<file path="src/rtl/kb_div_pkg.sv">
// Shared types and default sizing for the constant-divisor serial divider.
package kb_div_pkg;

  typedef enum logic [1:0] {
    IDLE = 2'd0,
    BUSY = 2'd1,
    DONE = 2'd2
  } div_state_e;

  localparam int unsigned DefDataWidth = 20;
  localparam int unsigned DefDivisor   = 3;

endpackage

</file>
<file path="src/rtl/kb_divk_step.sv">
// One restoring-division step: shift a dividend bit into the partial remainder,
// subtract the constant divisor when it fits, and emit the quotient bit.
module kb_divk_step #(
  parameter int unsigned DIVISOR   = 3,
  parameter int unsigned REM_WIDTH = 2
) (
  input  logic [REM_WIDTH:0] rem_i,
  input  logic               bit_i,
  output logic [REM_WIDTH:0] rem_o,
  output logic               q_o
);

  localparam logic [REM_WIDTH+1:0] DivW = (REM_WIDTH + 2)'(DIVISOR);

  logic [REM_WIDTH+1:0] r_shift;
  logic [REM_WIDTH+1:0] r_sel;
  // The remainder stays below DIVISOR, so the selected value never needs its top bit.
  logic                 unused_sel_msb;

  // Compare-and-subtract on the widened shifted remainder.
  always_comb begin
    r_shift = {rem_i, bit_i};
    q_o     = (r_shift >= DivW);
    r_sel   = q_o ? (r_shift - DivW) : r_shift;
    rem_o   = r_sel[REM_WIDTH:0];
  end

  assign unused_sel_msb = r_sel[REM_WIDTH+1];

endmodule

</file>
<file path="src/rtl/kb_divk_serial.sv">
// Serial unsigned divider by a constant: one restoring step per cycle,
// DATA_WIDTH cycles per operation, valid/ready handshakes on both sides.
module kb_divk_serial
  import kb_div_pkg::*;
#(
  parameter int unsigned DATA_WIDTH = DefDataWidth,
  parameter int unsigned DIVISOR    = DefDivisor,
  localparam int unsigned REM_WIDTH = $clog2(DIVISOR)
) (
  input  logic                  sys_clock,
  input  logic                  reset,
  input  logic                  in_valid,
  output logic                  in_ready,
  input  logic [DATA_WIDTH-1:0] dividend,
  output logic                  out_valid,
  input  logic                  out_ready,
  output logic [DATA_WIDTH-1:0] quotient,
  output logic [REM_WIDTH-1:0]  remainder,
  output logic                  busy
);

  localparam int unsigned CntW = $clog2(DATA_WIDTH + 1);
  localparam logic [CntW-1:0] LastCnt = CntW'(DATA_WIDTH - 1);

  if (DIVISOR < 2 || 64'(DIVISOR) >= (64'd1 << DATA_WIDTH)) begin : gen_bad_divisor
    $error("kb_divk_serial: DIVISOR must satisfy 2 <= DIVISOR < 2**DATA_WIDTH");
  end

  div_state_e            state_q, state_d;
  logic [DATA_WIDTH-1:0] shift_q, shift_d;
  logic [REM_WIDTH:0]    rem_q, rem_d;
  logic [CntW-1:0]       cnt_q, cnt_d;
  logic                  in_ready_q, out_valid_q, busy_q;

  logic [REM_WIDTH:0]    step_rem;
  logic                  step_q;

  kb_divk_step #(
    .DIVISOR   (DIVISOR),
    .REM_WIDTH (REM_WIDTH)
  ) u_step (
    .rem_i (rem_q),
    .bit_i (shift_q[DATA_WIDTH-1]),
    .rem_o (step_rem),
    .q_o   (step_q)
  );

  // Next-state: the shift register doubles as the quotient accumulator, dividend
  // bits leave at the MSB while quotient bits enter at the LSB.
  always_comb begin
    state_d = state_q;
    shift_d = shift_q;
    rem_d   = rem_q;
    cnt_d   = cnt_q;
    unique case (state_q)
      IDLE: begin
        if (in_valid && in_ready_q) begin
          state_d = BUSY;
          shift_d = dividend;
          rem_d   = '0;
          cnt_d   = '0;
        end
      end
      BUSY: begin
        shift_d = {shift_q[DATA_WIDTH-2:0], step_q};
        rem_d   = step_rem;
        cnt_d   = cnt_q + CntW'(1);
        if (cnt_q == LastCnt) begin
          state_d = DONE;
        end
      end
      DONE: begin
        if (out_ready && out_valid_q) begin
          state_d = IDLE;
        end
      end
      default: state_d = IDLE;
    endcase
  end

  // State and registered handshake flags; reset discards any operation in flight.
  always_ff @(posedge sys_clock or posedge reset) begin
    if (reset) begin
      state_q     <= IDLE;
      shift_q     <= '0;
      rem_q       <= '0;
      cnt_q       <= '0;
      in_ready_q  <= 1'b1;
      out_valid_q <= 1'b0;
      busy_q      <= 1'b0;
    end else begin
      state_q     <= state_d;
      shift_q     <= shift_d;
      rem_q       <= rem_d;
      cnt_q       <= cnt_d;
      in_ready_q  <= (state_d == IDLE);
      out_valid_q <= (state_d == DONE);
      busy_q      <= (state_d == BUSY);
    end
  end

  assign in_ready  = in_ready_q;
  assign out_valid = out_valid_q;
  assign busy      = busy_q;
  assign quotient  = shift_q;
  assign remainder = rem_q[REM_WIDTH-1:0];

endmodule

</file>
<file path="config.mk">
export PLATFORM = sky130hd
export DESIGN_NAME = kb_divk_serial
export DESIGN_NICKNAME = d
export VERILOG_FILES = /design/src/rtl/kb_div_pkg.sv /design/src/rtl/kb_divk_step.sv /design/src/rtl/kb_divk_serial.sv
export SDC_FILE = /design/constraint.sdc
export NUM_CORES = 1
export LEC_CHECK = 0
export CAP_MARGIN = 30
export CORE_MARGIN = 2
export CORE_UTILIZATION = 45
export DETAILED_ROUTE_END_ITERATION = 10
export DONT_BUFFER_PORTS = 1
export GPL_TIMING_DRIVEN = 0
export PLACE_DENSITY = 0.61
export SYNTH_ARGS = -nofsm -noshare
export SYNTH_HDL_FRONTEND = slang
export SYNTH_HIERARCHICAL = 1
export SYNTH_SLANG_ARGS = --single-unit
</file>
<file path="constraint.sdc">
create_clock -name sys_clock -period 1.6 [get_ports sys_clock]
set_input_delay 0.16 -clock sys_clock [delete_from_list [all_inputs] [get_ports sys_clock]]
set_output_delay 0.16 -clock sys_clock [all_outputs]
set_load 0.01 [all_outputs]
</file>
Word level (Yosys, flattened, before mapping)
Cells that the tools add are included.
{"block": "word_totals", "elab_cells": 33, "out_inout_bits": 25, "register_bits": 33}
{"block": "classes", "n_addsub": 2, "reduce_logical": 6, "mux": 11, "magnitude_cmp": 1, "n_eq_ne": 6}
{"operator": "$pmux W20 S2", "count": 1}
{"operator": "$mux W20", "count": 1}
{"operator": "$pmux W5 S2", "count": 1}
{"operator": "$mux W2", "count": 3}
{"operator": "$mux W3", "count": 2}
{"operator": "$pmux W2 S3", "count": 1}
{"operator": "$pmux W3 S2", "count": 1}
{"operator": "$add A5 B1 Y5 const B", "count": 1}
{"operator": "$eq A5 B5 Y1 const B", "count": 1}
{"operator": "$mux W5", "count": 1}
{"operator": "$eq A2 B1 Y1 const B", "count": 2}
{"operator": "$eq A2 B2 Y1 const B", "count": 2}
{"operator": "$ge A4 B2 Y1 const B", "count": 1}
{"operator": "$logic_not A2 Y1", "count": 2}
{"operator": "$sub A3 B2 Y3 const B", "count": 1}
{"operator": "$logic_and A1 B1 Y1", "count": 2}
{"operator": "$ne A2 B2 Y1 const B", "count": 1}
{"operator": "$reduce_and A2 Y1", "count": 1}
{"operator": "$reduce_bool A2 Y1", "count": 1}

Depth between registers and ports, before layout
Gate-level depths: netlist of run 1.
{"block": "depth", "word_depth": 4, "depth_mapped": 5, "mapped_depth_nobuf": 5}

Cells and area by module
Netlist of run 1, hierarchy kept.
{"mod": "kb_divk_serial", "cells_each": 136, "seq_area_each_um2": 827.0, "area_per_inst_um2": 1446.4, "n_inst": 1}
{"mod": "kb_divk_step", "cells_each": 8, "seq_area_each_um2": 0.0, "area_per_inst_um2": 67.6, "n_inst": 1}

Worst setup path after synthesis of run 1
OpenSTA, ideal clock, no wires.
{"block": "synth_path", "path_kind": "reg-to-reg", "start": "register shift_q[19], in the netlist quotient[19]", "end": "register rem_q[1]", "required_ps": 1479, "setup_ps": 121, "t_arrival_ps": 1406, "stages_incl_launch_ff": 5, "n_path_buf": 0, "slack_ps": 73, "path_cell_list": "dfrtp_1 ha_1 nor3_4 mux2_1 a22o_1"}
{"block": "synth_between", "elab_chain_cells": 3, "word_cells_on_any_way": 4, "cone_classes": "add/sub (1); order compare (1); mux (2)"}
{"item": "start: declaration", "line_no": "kb_divk_serial.sv:30", "source": "logic [DATA_WIDTH-1:0] shift_q, shift_d;"}
{"item": "start signal: assignment", "line_no": "kb_divk_serial.sv:93", "source": "shift_q <= shift_d;"}
{"item": "$ge A4 B2 Y1 or $sub A3 B2 Y3 (tied branches)", "line_no": "kb_divk_step.sv:23, kb_divk_step.sv:24"}
{"item": "$mux W3 *", "line_no": "kb_divk_step.sv:24", "source": "r_sel = q_o ? (r_shift - DivW) : r_shift;"}
{"item": "net step_rem[1]", "line_no": "kb_divk_serial.sv:35", "source": "logic [REM_WIDTH:0] step_rem;"}
{"item": "$pmux W3 S2 *", "line_no": "kb_divk_serial.sv:55", "source": "unique case (state_q)"}
{"item": "end signal: assignment", "line_no": "kb_divk_serial.sv:94", "source": "rem_q <= rem_d;"}
{"item": "end: declaration", "line_no": "kb_divk_serial.sv:31", "source": "logic [REM_WIDTH:0] rem_q, rem_d;"}
Mark *: on every way through the listed nets, which the timed path passes. The rest lies on a longest branch.
A chain may end at the register's enable or synchronous reset.

Worst setup path in the final report of run 1
Same ends and word-level chain as after synthesis.

==> results of run 1 <==
==> per-stage QoR <==
step	setup TNS (ns)	cells	total power, uW
after global placement	-0.00839	190	2920
after detailed placement	-0.0331	191	2990
final	0	219	3740
after CTS	0	217	3690
after global routing	0	219	4050
after floorplan	0	144	2650
==> synthesized netlist by cell type (2+ instances only) <==
master,instances,area (um2)
sky130_fd_sc_hd__dfrtp_1,32,801
sky130_fd_sc_hd__o21ai_0,22,110
sky130_fd_sc_hd__nand2_1,19,71.3
sky130_fd_sc_hd__a22oi_1,17,128
sky130_fd_sc_hd__inv_1,6,22.5
sky130_fd_sc_hd__a21oi_1,5,25.0
sky130_fd_sc_hd__buf_4,5,37.5
sky130_fd_sc_hd__a22o_1,4,35.0
sky130_fd_sc_hd__buf_2,3,15.0
sky130_fd_sc_hd__mux2i_1,3,30.0
sky130_fd_sc_hd__a21o_1,2,15.0
sky130_fd_sc_hd__clkbuf_1,2,7.51
sky130_fd_sc_hd__ha_1,2,25.0
sky130_fd_sc_hd__nand2b_1,2,12.5
sky130_fd_sc_hd__nand4_1,2,12.5
sky130_fd_sc_hd__nor2_1,2,7.51
sky130_fd_sc_hd__nor4bb_1,2,20.0
sky130_fd_sc_hd__o22ai_1,2,12.5
==> what timing repair did <==
item,in CTS,in global routing
endpoints found under the hold margin,27,0
endpoints found under the setup margin,1,11
resized for setup,1,3
pin swaps,1,1
setup buffers,0,2
hold buffers,18,0
==> worst register-to-register path, delay by kind of cell, from the launching register on <==
kind | cells | cell delay [ns]
and+or+nand+nor | 1 | 0.18
muxes | 1 | 0.34
DFF | 1 | 0.48
AOI/OAI and AO/OA | 1 | 0.19
adders and majority gates | 1 | 0.22
==> power breakdown <==
part | internal, uW | switching (uW)
clock | 373 | 286
sequential | 1220 | 498
combinational | 658 | 709
==> flip-flops by register name, summed over array words and instances, names as in the netlist <==
register / flops
rem_q: 3
cnt_q: 5
in_ready: 1
state_q: 2
quotient: 20
out_valid: 1
busy: 1
==> worst paths after layout <==
check                        startpoint           end  slack (ns)  cells after the start
max                        quotient[19]      rem_q[1]        0.08                      4
min                         dividend[6]   quotient[6]        0.05                      2
max reg2reg                quotient[19]      rem_q[1]        0.08                      4
min reg2reg                    cnt_q[4]      cnt_q[4]        0.50                      1
max in group asynchronous         reset      in_ready        0.75                      3
min in group asynchronous         reset  quotient[11]        0.29                      2
==> logic make-up (layout without fill, tap and decap cells) <==
| group | Yosys count | after routing | synth area share (%) |
|---|---|---|---|
| AO/OA/AOI/OAI | 55 | 55 | 23.1 |
| flip-flops | 33 | 33 | 54.6 |
| AND/OR/NAND/NOR | 32 | 32 | 11.2 |
| buffers and inverters | 17 | 46 | 6.20 |
| multiplexers | 4 | 4 | 2.73 |
| adder cells (fa/ha/maj) | 2 | 2 | 1.65 |
| XOR/XNOR | 1 | 1 | 0.579 |
==> area by class of cell <==
class | instances | area (um2)
repair buffers | 21 | 223
inverters | 6 | 22.5
plain buffers | 11 | 71.3
fillers | 307 | 1390
flip-flops and latches | 33 | 828
multi-input cells | 94 | 608
well taps | 46 | 57.6
clock buffers | 7 | 55.1
clock inverters | 1 | 30.0
==> routing by layer <==
metal | vias to the layer above | track usage (%) | wire [um]
met2 | 36 | 31.7 | 1780
li1 | 574 | - | -
met4 | 0 | 7.29 | 41
met1 | 596 | 27.0 | 1520
met3 | 5 | 4.97 | 186
met5 | - | 0 | 0
==> impl_results.md, run 1 <==
* Flip-flop and latch count after synthesis at 33
* Final WL at ~3.5 mm
* Transition time at the pin with the least slew margin at approximately 0.50 ns
* Arrival time worst endpoint at around 1.8 ns
* Worst VDD drop at around 0.89 mV
* Pin count of the biggest net entering global routing at 24
* Die area at between 3000 and 4000 um2
* Seq/Total Area, Yosys at a little over half
* Routed len/inst at 16.1 um
* Port Buffers at 0
* Post-route design area at between 1500 and 2000 um2
* Number of global-route vias before repair at 1,203
* Mean post-synth cell area at 10.5 um2
* Buffer type at the clock tree root: sky130_fd_sc_hd__clkbuf_4
* Final count of negative-setup-slack endpoints at 0
* First-pass detailed-route iteration total at 4
* Outcome: complete, no violations
* Hold WS at 0.0460 ns
* Number of sinks handled by clock tree synthesis at 33
* Worst path cell trace: ha_2, nor3_4, mux2_1, a22o_1
* Cell row count at 21
* Die extent in x at approximately 62 um
* Number of buffers on the longest clock path at 2
* Final-report max-slew violation count at 0
* Most common cell after layout, fill and taps aside: sky130_fd_sc_hd__dfrtp_1
* Placement-stage cell area at ~1600 um2
* Clock edge transition at the registers on the reported setup and hold paths at ~0.1 ns
* Via density per instance at 5.53
* Worst clock skew at 0.0170 ns
* Critical-path top delay cell: sky130_fd_sc_hd__dfrtp_2
* Worst Path Required at 1.83 ns
* Gp weighted congestion at slightly above 0.7
* Pwr/cell area at around 2000 nW/um2
* CP Buf/Inv Count at 0
* Synth Cell Area at 1510 um2
* Asr flop ratio synth at between 90% and 100%
* # IOs at 49
* Most used cells in the layout excluding fill and tap cells: sky130_fd_sc_hd__dfrtp_1, sky130_fd_sc_hd__o21ai_0, sky130_fd_sc_hd__nand2_1, sky130_fd_sc_hd__dlygate4sd3_1, sky130_fd_sc_hd__a22oi_1
* Total number of vias at ~1,200
* Antenna violations before repair at 0
* Post-layout nets at between 150 and 200
* Relative slew slack at 66.8%
* Core Box Area at around 3300 um2
* Minimum period implied by the final worst setup slack at 1.52 ns
* Leak pwr at 0.000902 uW
* Final Cycle Share at 94.9%
* RSZ-0062 raised after global routing: no
* Top achievable clock speed at ~0.66 GHz
* Antenna Diode Count at 0
* Hold Violations, Final at 0
* Number of warning messages in the yosys log at 6
* Number of nets with antenna violations after detailed routing at 0
* Startpoint class of the critical path: register
* Max incr delay on CP at about 0.48 ns
* Insertion delay to the later sink of the worst-skew pair at roughly 0.33 ns
* GRT Residual Overflow at 0
* Worst setup timing slack at the placement stage at -0.0331 ns
* Cell variety after synth at 30
* Post-layout util at ~58%
* Number of maximum-capacitance violations at 0
* CP max FO at 4
* Global-route usage over all layers at slightly above 20%
* Setup slack after layout at 0.0821 ns
* Number of nets in the synthesized netlist at between 150 and 200
* CTS tree: yes
* First DRT Iteration DRCs at 77
* Final HPWL from detailed placement at between 2 and 2.5 mm
* Number of clock buffers inserted by TritonCTS at 5
* Largest delay share family, worst path: flip-flops
* Critical setup path kind: register to register
* Share of final-layout standard cells stronger than drive strength 1 at 15.0%
* Path type of the worst min-delay path: input pin to register
* Number of flops mapped to enable cells by yosys at 0
* Ys flop type: sky130_fd_sc_hd__dfrtp_1
* Number of H-tree levels at 2
* Crit end category: register
* DIE HEIGHT at approximately 62 um
* Drt drc at 0
* Global-route wire length before repair at 5.58 mm
* Starting utilization of the core area at a little under half
* Cell count after synthesis at around 140
* Synthesis-to-finish area growth at 25.2%
Power figures use the tool's default switching activity.
==> inputs of run 2 (changes only) <==
--- a/config.mk
+++ b/config.mk
@@ -7,11 +7,12 @@
 export LEC_CHECK = 0
 export CAP_MARGIN = 30
 export CORE_MARGIN = 2
-export CORE_UTILIZATION = 45
+export CORE_UTILIZATION = 35
+export CTS_CLUSTER_SIZE = 12
 export DETAILED_ROUTE_END_ITERATION = 10
 export DONT_BUFFER_PORTS = 1
 export GPL_TIMING_DRIVEN = 0
-export PLACE_DENSITY = 0.61
+export PLACE_DENSITY = 0.5
 export SYNTH_ARGS = -nofsm -noshare
 export SYNTH_HDL_FRONTEND = slang
 export SYNTH_HIERARCHICAL = 1
==> run 2 against run 1 <==
Effect of this change: combinational power shrank 3%; clock skew down 0.012 ns; worst setup slack better by 0.020 ns; sequential cell count unchanged; highest routed layer unchanged; sequential share of layout area rose by 3.7 points; critical path type unchanged; final cell count shrank 6.4%.
==> impl_results.md, run 2 (synthesis results as in run 1) <==
* Flip-flop count of the largest register, all copies and words added at 20 (unchanged)
* Startpoint class of the critical path: register
* Relative slew slack at 53.1% (-14 points)
* RSZ-0062 raised after global routing: no
* # IOs at 49 (unchanged)
* Internal Pwr Total at 2200 uW (-2.0%)
* Antenna violations before repair at 0 (unchanged)
* First DRT Iteration DRCs at 74 (-3.9%)
* Number of nets with antenna violations after detailed routing at 0 (unchanged)
* Port Buffers at 0 (unchanged)
* Final-report max-slew violation count at 0 (unchanged)
* Post-route insts no fill at 205 (-6.4%)
* Global-route wire length before repair at 5.68 mm (+1.8%)
* Via density per instance at 5.61 (+1.4%)
* Worst clock skew at 0.00493 ns (-0.0121 ns)
* Final WL at 3.54 mm (+0.37%)
* Path type of the worst min-delay path: input pin to register
* Post-layout nets at 180 (-9.1%)
* Number of global-route vias before repair at 1,126 (-6.4%)
* Die area at 4870 um2 (+27%)
* Placement-stage cell area at 1600 um2 (+0.31%)
* Total number of vias at 1,150 (-5.0%)
* DIE HEIGHT at 69.8 um (+13%)
* Core Box Area at 4090 um2 (+24%)
* Fraction of power spent switching nets at 40.3% (+0.39 points)
* Starting utilization of the core area at 37.0% (-9.0 points)
* Final count of negative-setup-slack endpoints at 0 (unchanged)
* Cell row count at 23 (+9.5%)
* Power share of the sequential group at 46.7% (+0.9 points)
* Critical setup path kind: register to register
* Minimum period implied by the final worst setup slack at 1.50 ns (-0.0201 ns)
* Number of sinks handled by clock tree synthesis at 33 (unchanged)
* Pwr/cell area at 2110 nW/um2 (+6.9%)
* Hold depth at 2 (unchanged)
* Sum of negative setup slack at 0 ns (unchanged)
* Routed len/inst at 17.3 um (+7.2%)
* Hold Violations, Final at 0 (unchanged)
* Insertion delay to the later sink of the worst-skew pair at 0.28 ns (-0.05 ns)
* Number of cells traversed by the worst register-to-register path at 4 (unchanged)
* Cell count after placement at 195 (+2.1%)
* Number of maximum-capacitance violations at 0 (unchanged)
* Critical-path top delay cell: sky130_fd_sc_hd__dfstp_2
* Outcome: complete, no violations
* First-pass detailed-route iteration total at 4 (unchanged)
* Share of total power in the clock network at 17.2% (-0.4 points)
* Number of clock buffers inserted by TritonCTS at 5 (unchanged)
* Leak pwr at 0.000833 uW (-7.6%)
* Most common cell after layout, fill and taps aside: sky130_fd_sc_hd__dfrtp_1
* Synthesis-to-finish area growth at 15.5%
* Number of buffers on the longest clock path at 2 (unchanged)
* Final HPWL from detailed placement at 2.53 mm (+9.3%)
* Share of final-layout standard cells stronger than drive strength 1 at 15.5% (+0.45 points)
* Switching power at 1490 uW (-0.44%)
* CP max FO at 10 (+6)
* Antenna Diode Count at 0 (unchanged)
* Share of total power in combinational logic at 36.2% (-0.3 points)
* Final Cycle Share at 93.6% (-1.3 points)
* Crit end category: register
* Top achievable clock speed at 0.668 GHz (+1.3%)
* Worst Path Required at 1.77 ns (-0.06 ns)
* Gp weighted congestion at 0.739 (+2.6%)
* Post-route design area at 1750 um2 (-7.7%)
* Global-route usage over all layers at 15.1% (-5.0 points)
* Worst path cell trace: a21oi_2, or2_1, buf_2, a22o_1
* Pin count of the biggest net entering global routing at 19 (-21%)
* Worst VDD drop at 0.764 mV (-14%)
* Filler Cells Inserted at 402 (+31%)
* Clock edge transition at the registers on the reported setup and hold paths at 0.07 ns (-0.03 ns)
* Arrival time worst endpoint at 1.67 ns (-0.08 ns)
* Drt drc at 0 (unchanged)
* GRT Residual Overflow at 0 (unchanged)
* Max incr delay on CP at 0.60 ns (+0.12 ns)
* Die extent in x at 69.8 um (+13%)
* Most used cells in the layout excluding fill and tap cells: sky130_fd_sc_hd__dfrtp_1, sky130_fd_sc_hd__o21ai_0, sky130_fd_sc_hd__nand2_1, sky130_fd_sc_hd__a22oi_1
* CTS tree: yes
* Transition time at the pin with the least slew margin at 0.702 ns (+0.205 ns)
* Buffer type at the clock tree root: sky130_fd_sc_hd__clkbuf_8
* Number of H-tree levels at 2 (unchanged)
[run 2: changes by cell type in the layout (fill, tap and decap cells not counted), sizes merged]
cell | previous run | this run
buf | 12 | 11
bufinv | 1 | 0
clkbuf | 9 | 10
dlygate4sd3 | 18 | 1
[run 2: through the flow]
step	utilization (%)	hold slack, ns	setup slack (ns)	total power, uW
final	42.8	0.0309	0.102	3690
after global routing	42.8	0.0209	0.0172	3980
after CTS	41.9	0.0195	0.0209	3680
after detailed placement	39.3	0.199	-0.0490	3020
after global placement	38.6	0.313	-0.0205	2940
after floorplan	-	0.288	0.0727	2650
[run 2: final timing paths]
kind / startpoint / end / slack [ns]
max in group asynchronous: reset / quotient[19] / 0.62
hold reg to reg: cnt_q[4] / cnt_q[4] / 0.49
setup reg to reg: in_ready / rem_q[2] / 0.10
setup / recovery: in_ready / rem_q[2] / 0.10
min in group asynchronous: reset / quotient[9] / 0.44
hold / removal: dividend[15] / quotient[15] / 0.03
[run 2: power groups by stage]
stage          Combinational (uW)  Sequential, uW  Clock [uW]
2_1_floorplan                1050            1610           0
6_report                     1330            1720         634
3_5_place_dp                 1300            1710           0
4_1_cts                      1310            1710         663
5_1_grt                      1510            1780         688
3_3_place_gp                 1240            1700           0
[run 2: final cells by class]
type | count | area, um2 | share of cell area (%)
Sequential cell | 33 | 828 | 47.4
Multi-Input combinational cell | 94 | 617 | 35.3
Clock buffer | 8 | 90.1 | 5.15
Buffer | 11 | 71.3 | 4.08
Tap cell | 50 | 62.6 | 3.58
Timing Repair Buffer | 3 | 57.6 | 3.29
Inverter | 6 | 22.5 | 1.29
[run 2: routing by layer]
| layer | wire length [um] | share of wire [%] | track usage (%) | up-vias |
|---|---|---|---|---|
| li1 | - | - | - | 534 |
| met5 | 0 | 0 | 0 | - |
| met2 | 1580 | 45 | 20.7 | 47 |
| met3 | 370 | 10 | 8.43 | 5 |
| met4 | 36 | 1.0 | 5.98 | 0 |
| met1 | 1560 | 44 | 19.7 | 564 |
[run 2: timing repair]
action | in CTS | in global routing
hold buffers | 1 | 0
gates cloned | 0 | 0
pin swaps | 0 | 1
endpoints found under the hold margin | 14 | 0
resized for setup | 3 | 2
setup buffers | 0 | 1
setup endpoints to repair | 5 | 10
[run 2: critical path, delay by kind of cell, from the launching register on]
family	cells	cell delay [ns]
flip-flops	1	0.60
buffers and inverters	1	0.17
AO/OA/AOI/OAI	2	0.39
AND/OR/NAND/NOR	1	0.23
